--- config.mk ---
export PLATFORM = sky130hd
export DESIGN_NAME = fp32_uart_tx
export DESIGN_NICKNAME = d
export VERILOG_FILES = /design/src/rtl/fp32_uart_tx.sv
export SDC_FILE = /design/constraint.sdc
export NUM_CORES = 1
export LEC_CHECK = 0
export CAP_MARGIN = 20
export CORE_ASPECT_RATIO = 0.8
export CORE_MARGIN = 2
export CORE_UTILIZATION = 50
export DETAILED_ROUTE_END_ITERATION = 12
export GPL_TIMING_DRIVEN = 1
export PLACE_DENSITY = 0.82
export SLEW_MARGIN = 20
export SYNTH_ARGS = -nofsm -noshare
export SYNTH_HDL_FRONTEND = slang
export SYNTH_SLANG_ARGS = --single-unit
--- constraint.sdc ---
create_clock -name CLK_I -period 5.2 [get_ports CLK_I]
set_clock_uncertainty 0.1 [all_clocks]
set_input_delay 0.78 -clock CLK_I [delete_from_list [all_inputs] [get_ports CLK_I]]
set_output_delay 0.78 -clock CLK_I [all_outputs]
set_load 0.1 [all_outputs]
--- src/rtl/fp32_uart_tx.sv ---
`timescale 1ns/1ps
// Serialises one NUM_BYTES word onto a UART line, byte 0 first, LSB first, 8N1.
// Build option FP32_UART_TX_PARITY_EN adds an even-parity bit per byte (8E1).
module fp32_uart_tx #(
    parameter int CLKS_PER_BIT = 443,
    parameter int NUM_BYTES    = 4
) (
    input  logic                   CLK_I,
    input  logic                   RSTL_I,
    input  logic                   TX_VALID_I,
    input  logic [8*NUM_BYTES-1:0] TX_DATA_I,
    output logic                   TX_READY_O,
    output logic                   UART_TX_O,
    output logic                   TX_BUSY_O,
    output logic                   TX_DONE_O
);
    localparam int CW = (CLKS_PER_BIT > 1) ? $clog2(CLKS_PER_BIT) : 1;
    localparam int BW = (NUM_BYTES > 1) ? $clog2(NUM_BYTES) : 1;
    localparam int WW = 8 * NUM_BYTES;

    typedef enum logic [2:0] {
        S_IDLE,
        S_START,
        S_DATA,
`ifdef FP32_UART_TX_PARITY_EN
        S_PARITY,
`endif
        S_STOP,
        S_DONE
    } state_t;

    state_t          r_state, w_state_nxt;
    logic [CW-1:0]   r_cnt, w_cnt_nxt;
    logic [2:0]      r_bit, w_bit_nxt;
    logic [BW-1:0]   r_byte, w_byte_nxt;
    logic [WW-1:0]   r_shift, w_shift_nxt;
    logic            w_bit_end, w_last_byte;
    logic            w_tx_nxt, w_ready_nxt, w_busy_nxt, w_done_nxt;
`ifdef FP32_UART_TX_PARITY_EN
    logic            r_par, w_par_nxt;
`endif

    assign w_bit_end   = (r_cnt == CW'(CLKS_PER_BIT - 1));
    assign w_last_byte = (r_byte == BW'(NUM_BYTES - 1));

    always_ff @(posedge CLK_I or negedge RSTL_I) begin
        if (!RSTL_I) begin
            r_state <= S_IDLE;
        end else begin
            r_state <= w_state_nxt;
        end
    end

    always_comb begin
        w_state_nxt = r_state;
        case (r_state)
            S_IDLE:   if (TX_VALID_I) w_state_nxt = S_START;
            S_START:  if (w_bit_end) w_state_nxt = S_DATA;
`ifdef FP32_UART_TX_PARITY_EN
            S_DATA:   if (w_bit_end && r_bit == 3'd7) w_state_nxt = S_PARITY;
            S_PARITY: if (w_bit_end) w_state_nxt = S_STOP;
`else
            S_DATA:   if (w_bit_end && r_bit == 3'd7) w_state_nxt = S_STOP;
`endif
            S_STOP:   if (w_bit_end) w_state_nxt = w_last_byte ? S_DONE : S_START;
            S_DONE:   w_state_nxt = S_IDLE;
            default:  w_state_nxt = S_IDLE;
        endcase
    end

    // Datapath: the word shifts right one bit per data bit, so byte k follows byte k-1 naturally.
    always_comb begin
        w_cnt_nxt   = '0;
        w_bit_nxt   = r_bit;
        w_byte_nxt  = r_byte;
        w_shift_nxt = r_shift;
`ifdef FP32_UART_TX_PARITY_EN
        w_par_nxt   = r_par;
`endif
        case (r_state)
            S_IDLE: begin
                if (TX_VALID_I) begin
                    w_shift_nxt = TX_DATA_I;
                    w_byte_nxt  = '0;
                    w_bit_nxt   = '0;
                end
            end
            S_DONE: w_cnt_nxt = '0;
            default: begin
                w_cnt_nxt = w_bit_end ? '0 : r_cnt + 1'b1;
`ifdef FP32_UART_TX_PARITY_EN
                if (r_state == S_START) w_par_nxt = 1'b0;
                if (r_state == S_DATA && w_bit_end) w_par_nxt = r_par ^ r_shift[0];
`endif
                if (r_state == S_DATA && w_bit_end) begin
                    w_shift_nxt = r_shift >> 1;
                    w_bit_nxt   = r_bit + 1'b1;
                end
                if (r_state == S_STOP && w_bit_end) w_byte_nxt = r_byte + 1'b1;
            end
        endcase
    end

    // Outputs are decoded from next-state values and then registered, so the line has no input-to-pin path.
    always_comb begin
        w_tx_nxt = 1'b1;
        case (w_state_nxt)
            S_START:  w_tx_nxt = 1'b0;
            S_DATA:   w_tx_nxt = w_shift_nxt[0];
`ifdef FP32_UART_TX_PARITY_EN
            S_PARITY: w_tx_nxt = w_par_nxt;
`endif
            default:  w_tx_nxt = 1'b1;
        endcase
        w_ready_nxt = (w_state_nxt == S_IDLE);
        w_busy_nxt  = !w_ready_nxt;
        w_done_nxt  = (w_state_nxt == S_DONE);
    end

    always_ff @(posedge CLK_I or negedge RSTL_I) begin
        if (!RSTL_I) begin
            r_cnt      <= '0;
            r_bit      <= '0;
            r_byte     <= '0;
            r_shift    <= '0;
`ifdef FP32_UART_TX_PARITY_EN
            r_par      <= 1'b0;
`endif
            UART_TX_O  <= 1'b1;
            TX_READY_O <= 1'b1;
            TX_BUSY_O  <= 1'b0;
            TX_DONE_O  <= 1'b0;
        end else begin
            r_cnt      <= w_cnt_nxt;
            r_bit      <= w_bit_nxt;
            r_byte     <= w_byte_nxt;
            r_shift    <= w_shift_nxt;
`ifdef FP32_UART_TX_PARITY_EN
            r_par      <= w_par_nxt;
`endif
            UART_TX_O  <= w_tx_nxt;
            TX_READY_O <= w_ready_nxt;
            TX_BUSY_O  <= w_busy_nxt;
            TX_DONE_O  <= w_done_nxt;
        end
    end
endmodule

==> key figures, run 1 <==
Place
  – Place WS: about 2.6 ns
  – Dpl hpwl: between 3 and 4 mm
  – I/O Buffers: 38
  – Final GP Congestion: 0.788

Pwr
  – Clock share of power: between 30% and 40%
  – Switch share: approximately 22%
  – Internal power: 545 uW
  – Peak VDD IR: roughly 140 uV
  – Pwr Density: roughly 240 mW/mm2
  – Leak: about 0.0014 uW
  – Combinational power share: 6.6%
  – Seq pwr share: 61.4%
  – Psw: between 150 and 200 uW

Critical path
  – CP bufs+invs: 1
  – Crit Path Max Fanout: 1
  – Critical path endpoint category: primary output
  – WS Path Type: reg2out
  – WP data required: ~4.3 ns
  – Top Family by Delay on Critical Path: buffers and inverters
  – CP Launch Type: flop
  – Worst path slowest cell: clkdlybuf4s50_1
  – Crit path cell chain: clkdlybuf4s50_1
  – Reg2Reg Launch Point: r_cnt[0]$_DFF_PN0_
  – Arrival @ worst endpoint: around 1.9 ns
  – Crit-path max cell delay: roughly 1.1 ns
  – CP startpoint: TX_READY_O$_DFF_PN1_

Global routing
  – All-Layer GR Usage: roughly 17%
  – Global-route wire length before repair: 7.80 mm
  – Grt total ovfl: 0
  – Vias in the first global route: approximately 1800
  – Largest net degree at the start of global routing: 54
  – Initial antenna violation count: 0

Clocking
  – Clock Tree Root: clkbuf_8
  – H-tree levels: 2
  – Resized Gates After CTS: 0
  – Clock Latency Late Sink: roughly 0.3 ns
  – Setup Buffers After CTS: 0
  – CTS max path bufs: 2
  – CTS Buf Count: 5
  – Clock sink count: 53
  – CTS tree: built
  – CTS clk-pin slew, worst paths: about 0.090 ns
  – CTS Hold Bufs: 0

Cells and area
  – Layout cells sized above 1: 11.5%
  – Filler cells: slightly above 400
  – Fin nets: 317
  – Syn-to-layout area delta: 17.9%
  – ANT cells: 0

Hold path
  – Hold Path Origin: r_shift[2]$_DFFE_PN0P_
  – Worst Hold Class: reg2reg

Synthesis
  – Mean Syn Cell Area: 10.4 um2
  – Syn. warnings: 0
  – Post-synth top area share: about half
  – Synthesized flop and latch total: 53
  – Synth top area cells: dfrtp_1 51%, nand2_1 10%, a22oi_1 7.4%
  – Cells after Synth: around 240
  – EDFF count, synth: 0
  – Main synth FF type: dfrtp_1
  – Post-Syn Area: 0.00252 mm2
  – Most instantiated library cell after synthesis: nand2_1
  – Distinct cell type count after synthesis: 42
  – Syn nets: 283
  – Most frequent cells after synthesis: 70 x nand2_1, 51 x dfrtp_1, 25 x a22oi_1, 14 x nor2_1, 7 x buf_2
  – Post-synth top area cell: dfrtp_1
  – Fraction of registers with async set/reset: 100%
  – Sequential share of the synthesized area: between 50% and 60%

Timing
  – RSZ-0062 raised after global routing: false
  – Crit share post-route: between 50% and 60%
  – Final Worst Setup Slack: between 2 and 2.5 ns
  – # setup viols final: 0
  – Hold Violations, Final: 0
  – Max_slew headroom: 35.7%
  – Worst-Margin Slew: 0.962 ns
  – Slew Limit Fails: 0
  – Setup_tns: 0 ns
  – Final worst path period need: between 2 and 3 ns
  – Fmax: roughly 350 MHz

Routing
  – DRC: 0
  – DR iter-0 viols: between 100 and 150
  – DRT antenna net count: 0
  – First-pass DRT Iterations: 4
  – Vias per cell: approximately 5.4
  – Drt wl/cell: between 10 and 15 um
  – Total wire length: between 4 and 5 mm
  – Via count: 1830

Floorplanning
  – Cell row count: 23
  – DIE AREA: 0.00563 mm2
  – I/O pin count: 39
  – DIE HEIGHT: 67.5 um
  – Die extent in x: 83.4 um
  – Starting Density: roughly half
  – Core ar.: roughly 0.0049 mm2

Status
  – Status: complete, no violations

Flow run
  – Max Cap Viol: 0
layout by cell type (no fill, tap or decap), types with 2 or more instances in the layout:
cell / instances
clkbuf_8: 5
ha_1: 5
inv_1: 5
o21ai_2: 2
a22oi_2: 5
nor2_1: 14
dfrtp_1: 51
buf_4: 3
nor3_1: 4
o31ai_1: 2
nand2_1: 70
or3_1: 3
a22oi_1: 25
a21oi_1: 3
xnor2_1: 2
xor2_1: 4
nand2_2: 2
nand3_1: 5
clkdlybuf4s50_1: 37
dfstp_2: 2
o21ai_0: 4
clkinv_2: 2
flip-flops by register name, summed over array words and instances, names as in the netlist:
name,flops
TX_BUSY_O,1
TX_READY_O,1
r_state,3
UART_TX_O,1
TX_DONE_O,1
r_byte,2
r_cnt,9
r_bit,3
r_shift,32
tightest hold or removal path: stages, from the launching register on:
cell	delay, ns
dfrtp_1	0.35
nand2_1	0.05
nand2_1	0.06
path summary, 6_finish.rpt:
check / end / depth (start not counted) / slack (ns)
min reg2reg: r_shift[2]$_DFFE_PN0P_ / 2 / 0.38
min in group asynchronous: r_shift[23]$_DFFE_PN0P_ / 2 / 0.48
max reg2reg: r_shift[10]$_DFFE_PN0P_ / 8 / 3.01
max: TX_READY_O / 1 / 2.38
min: r_shift[2]$_DFFE_PN0P_ / 2 / 0.38
max in group asynchronous: r_shift[2]$_DFFE_PN0P_ / 2 / 4.08
final cells by class:
type | instances | area, um2 | area share [%]
Timing Repair Buffer | 41 | 398 | 13.4
Clock inverter | 3 | 17.5 | 0.590
Inverter | 5 | 18.8 | 0.632
Sequential cell | 53 | 1330 | 44.7
Multi-Input combinational cell | 171 | 1060 | 35.7
Clock buffer | 5 | 68.8 | 2.32
Tap cell | 62 | 77.6 | 2.61
logic make-up after synthesis:
family / after synthesis / share of synthesized area, %
AOI/OAI and AO/OA: 48 / 15.3
xor gates and xnor gates: 6 / 2.09
adders and majority gates: 5 / 2.48
buffers and inverters: 19 / 5.41
DFF: 53 / 52.7
muxes: 2 / 1.04
and+or+nand+nor: 110 / 20.9
power by group through the flow:
stage	combinational [uW]	clock (uW)	sequential (uW)
CTS	47.2	230	431
finish	46.2	224	431
floorplan	9.84	0	438
global placement	46.5	0	439
detailed placement	47.0	0	439
global route	51.2	246	433
layer usage:
layer / GRT usage (%) / share of wire [%] / vias to the layer above
met1: 22.6 / 47 / 886
met5: 0 / 0 / -
li1: - / - / 901
met4: 5.74 / 0.64 / 0
met2: 29.6 / 49 / 39
met3: 3.79 / 3.3 / 4
metrics by stage:
step                      hold slack, ns  std cells  instance area (um2)  utilization, %  total power [uW]
after floorplan                    0.346        243                 2520               -               447
after CTS                          0.387        340                 2970            60.4               708
after global placement             0.358        332                 2880            58.6               485
after global routing               0.407        340                 2970            60.4               730
final                              0.382        340                 2970            60.4               702
after detailed placement           0.364        332                 2880            58.6               486
(Power assumes the default switching activity.)
==> inputs of run 2 (changes only) <==
--- a/config.mk
+++ b/config.mk
@@ -8,7 +8,7 @@
 export CAP_MARGIN = 20
 export CORE_ASPECT_RATIO = 0.8
 export CORE_MARGIN = 2
-export CORE_UTILIZATION = 50
+export CORE_UTILIZATION = 48
 export DETAILED_ROUTE_END_ITERATION = 12
 export GPL_TIMING_DRIVEN = 1
 export PLACE_DENSITY = 0.82
==> constraint.sdc (replaced) <==
create_clock -name CLK_I -period 2.34 [get_ports CLK_I]
set_clock_uncertainty 0.1 [all_clocks]
set_input_delay 0.351 -clock CLK_I [delete_from_list [all_inputs] [get_ports CLK_I]]
set_output_delay 0.351 -clock CLK_I [all_outputs]
set_load 0.1 [all_outputs]
==> run 2 against run 1 <==
Effect of this change: combinational power rose by 130%; highest routed layer unchanged; global-route usage down 0.31 points; non-clock buffer count increased by 1; cell count increased by 0.29%; worst setup slack worse by 2.0 ns.
==> key figures, run 2 (synthesized netlist as in run 1, its figures left out) <==
Global routing
  – Vias in the first global route: 1705 (-2.6%)
  – Largest net degree at the start of global routing: 46 (-15%)
  – Initial antenna violation count: 0 (unchanged)
  – All-Layer GR Usage: 17.1% (-0.31 points)
  – Global-route wire length before repair: 7.80 mm (unchanged)
  – Grt total ovfl: 0 (unchanged)

Pwr
  – Pwr Density: 567 mW/mm2 (+140%)
  – Internal power: 1350 uW (+150%)
  – Clock share of power: 37.9% (+5.9 points)
  – Leak: 0.00141 uW (+1.9%)
  – Seq pwr share: 56.0% (-5.4 points)
  – Combinational power share: 6.1% (-0.5 points)
  – Peak VDD IR: 343 uV (+140%)
  – Psw: 357 uW (+130%)
  – Switch share: 20.9% (-1.5 points)

Routing
  – DRC: 0 (unchanged)
  – Drt wl/cell: 13.6 um (-0.98%)
  – Vias per cell: 5.40 (+0.42%)
  – DR iter-0 viols: 105 (-3.7%)
  – First-pass DRT Iterations: 4 (unchanged)
  – Total wire length: 4.63 mm (-0.69%)
  – Via count: 1843 (+0.71%)
  – DRT antenna net count: 0 (unchanged)

Timing
  – Slew Limit Fails: 0 (unchanged)
  – Worst-Margin Slew: 0.556 ns (-0.406 ns)
  – Hold Violations, Final: 0 (unchanged)
  – Fmax: approximately 510 MHz
  – Setup_tns: 0 ns (unchanged)
  – Final hold slack: 0.312 ns (-0.0700 ns)
  – Max_slew headroom: 63.0% (+27 points)
  – # setup viols final: 0 (unchanged)
  – Crit share post-route: 83.4%
  – RSZ-0062 raised after global routing: false
  – Final worst path period need: about 2 ns

Place
  – I/O Buffers: 38 (unchanged)
  – Final GP Congestion: 0.792 (+0.47%)
  – Cell Area, Placed: 0.00289 mm2 (about the same)
  – Dpl hpwl: 3.19 mm (+0.78%)
  – Cells after DPL: 332 (unchanged)

Clocking
  – CTS max path bufs: 2 (unchanged)
  – CTS clk-pin slew, worst paths: 0.09 ns (about the same)
  – Clock Tree Root: clkbuf_8
  – Clock sink count: 53 (unchanged)
  – Clock Latency Late Sink: 0.31 ns (about the same)
  – CTS tree: built
  – Setup Buffers After CTS: 0 (unchanged)
  – Resized Gates After CTS: 0 (unchanged)
  – CTS Buf Count: 5 (unchanged)
  – H-tree levels: 2 (unchanged)

Cells and area
  – Syn-to-layout area delta: 19.7%
  – Commonest non-fill, non-tap cell in the layout: nand2_1
  – Max reg flops: 32 (unchanged)
  – Layout cells sized above 1: 12.9% (+1.4 points)
  – Filler cells: 393 (-3.9%)
  – Biggest regs: r_shift: 32 flops, r_cnt: 9 flops
  – Reg with most FFs: r_shift
  – ANT cells: 0 (unchanged)
  – Non-Filler Instances: 341 (+0.29%)
  – Design area: 0.00302 mm2 (+1.6%)
  – Fin nets: 318 (+0.32%)
  – Most frequent cells in the layout: 70 x nand2_1, 51 x dfrtp_1, 33 x clkdlybuf4s50_1

Critical path
  – Reg2Reg Launch Point: r_cnt[0]$_DFF_PN0_
  – Worst Reg2Reg Path Length in Cells: 6 (-2)
  – WP data required: 2.43 ns (-1.89 ns)
  – CP Launch Type: flop
  – WS Path Type: reg2reg
  – Arrival @ worst endpoint: 2.04 ns (+0.10 ns)
  – Critical path endpoint category: flop
  – Worst R2R End: r_bit[0]$_DFFE_PN0P_
  – Crit Path Max Fanout: 31 (+30)
  – Reg2reg setup slack: 0.39 ns (-2.62 ns)

Floorplanning
  – DIE AREA: 0.00585 mm2 (+3.9%)
  – Die extent in x: 85.0 um (+2.0%)
  – Cell row count: 23 (unchanged)
  – Starting Density: 50.0% (-1.2 points)
  – DIE HEIGHT: 68.8 um (+1.9%)
  – I/O pin count: 39 (unchanged)
  – Core ar.: 0.00504 mm2 (+2.3%)

Hold path
  – Worst Hold Class: in2async

Status
  – Status: complete, no violations

Flow run
  – Max Cap Viol: 0 (unchanged)
==> run 2: critical path: stages (launching register included) <==
cell	delay, ns
dfrtp_1	0.41
inv_1	0.07
ha_1	0.13
and2_1	0.21
nand4_4	0.16
o31a_4	0.46
mux2_4	0.30
==> run 2: what timing repair did <==
item,CTS,global route
hold buffers,1,0
endpoints found under the hold margin,8,0
setup endpoints to repair,0,0
==> run 2: worst max path at each step <==
stage	startpoint	cells after the start	to
final	r_cnt[0]$_DFF_PN0_	6	r_bit[0]$_DFFE_PN0P_
after global routing	r_cnt[0]$_DFF_PN0_	6	r_bit[0]$_DFFE_PN0P_
after CTS	r_cnt[0]$_DFF_PN0_	6	r_bit[0]$_DFFE_PN0P_
after detailed placement	r_cnt[0]$_DFF_PN0_	6	r_bit[0]$_DFFE_PN0P_
after global placement	TX_VALID_I	4	r_bit[0]$_DFFE_PN0P_
after floorplan	r_cnt[0]$_DFF_PN0_	7	UART_TX_O$_DFF_PN1_
==> run 2: through the flow <==
stage | util (%) | power [uW] | setup slack [ns]
2_1_floorplan | - | 994 | 0.607
3_3_place_gp | 57.3 | 1080 | 0.427
3_5_place_dp | 57.3 | 1080 | 0.402
4_1_cts | 59.9 | 1720 | 0.383
5_1_grt | 59.9 | 1770 | 0.286
6_report | 59.9 | 1710 | 0.388
==> run 2: area by class of cell <==
cell class	count	area [um2]	area share [%]
sequential	53	1330	44.0
multi-input combinational	171	1060	35.2
timing repair buffer	42	410	13.6
clock buffer	6	82.6	2.74
tap	62	77.6	2.57
clock inverter	2	37.5	1.24
inverter	5	18.8	0.622
==> run 2: routing by layer <==
metal | GRT usage [%] | routed length, um
met5 | 0 | 0
met4 | 6.55 | 74
met3 | 3.45 | 228
met2 | 26.7 | 2150
met1 | 23.8 | 2190
==> run 2: power by group through the flow <==
stage                     logic [uW]  clock network [uW]  registers (uW)
after detailed placement         104                   0             976
after global routing             116                 696             962
after global placement           103                   0             975
after CTS                        107                 660             958
final                            104                 649             958
after floorplan                 21.9                   0             973
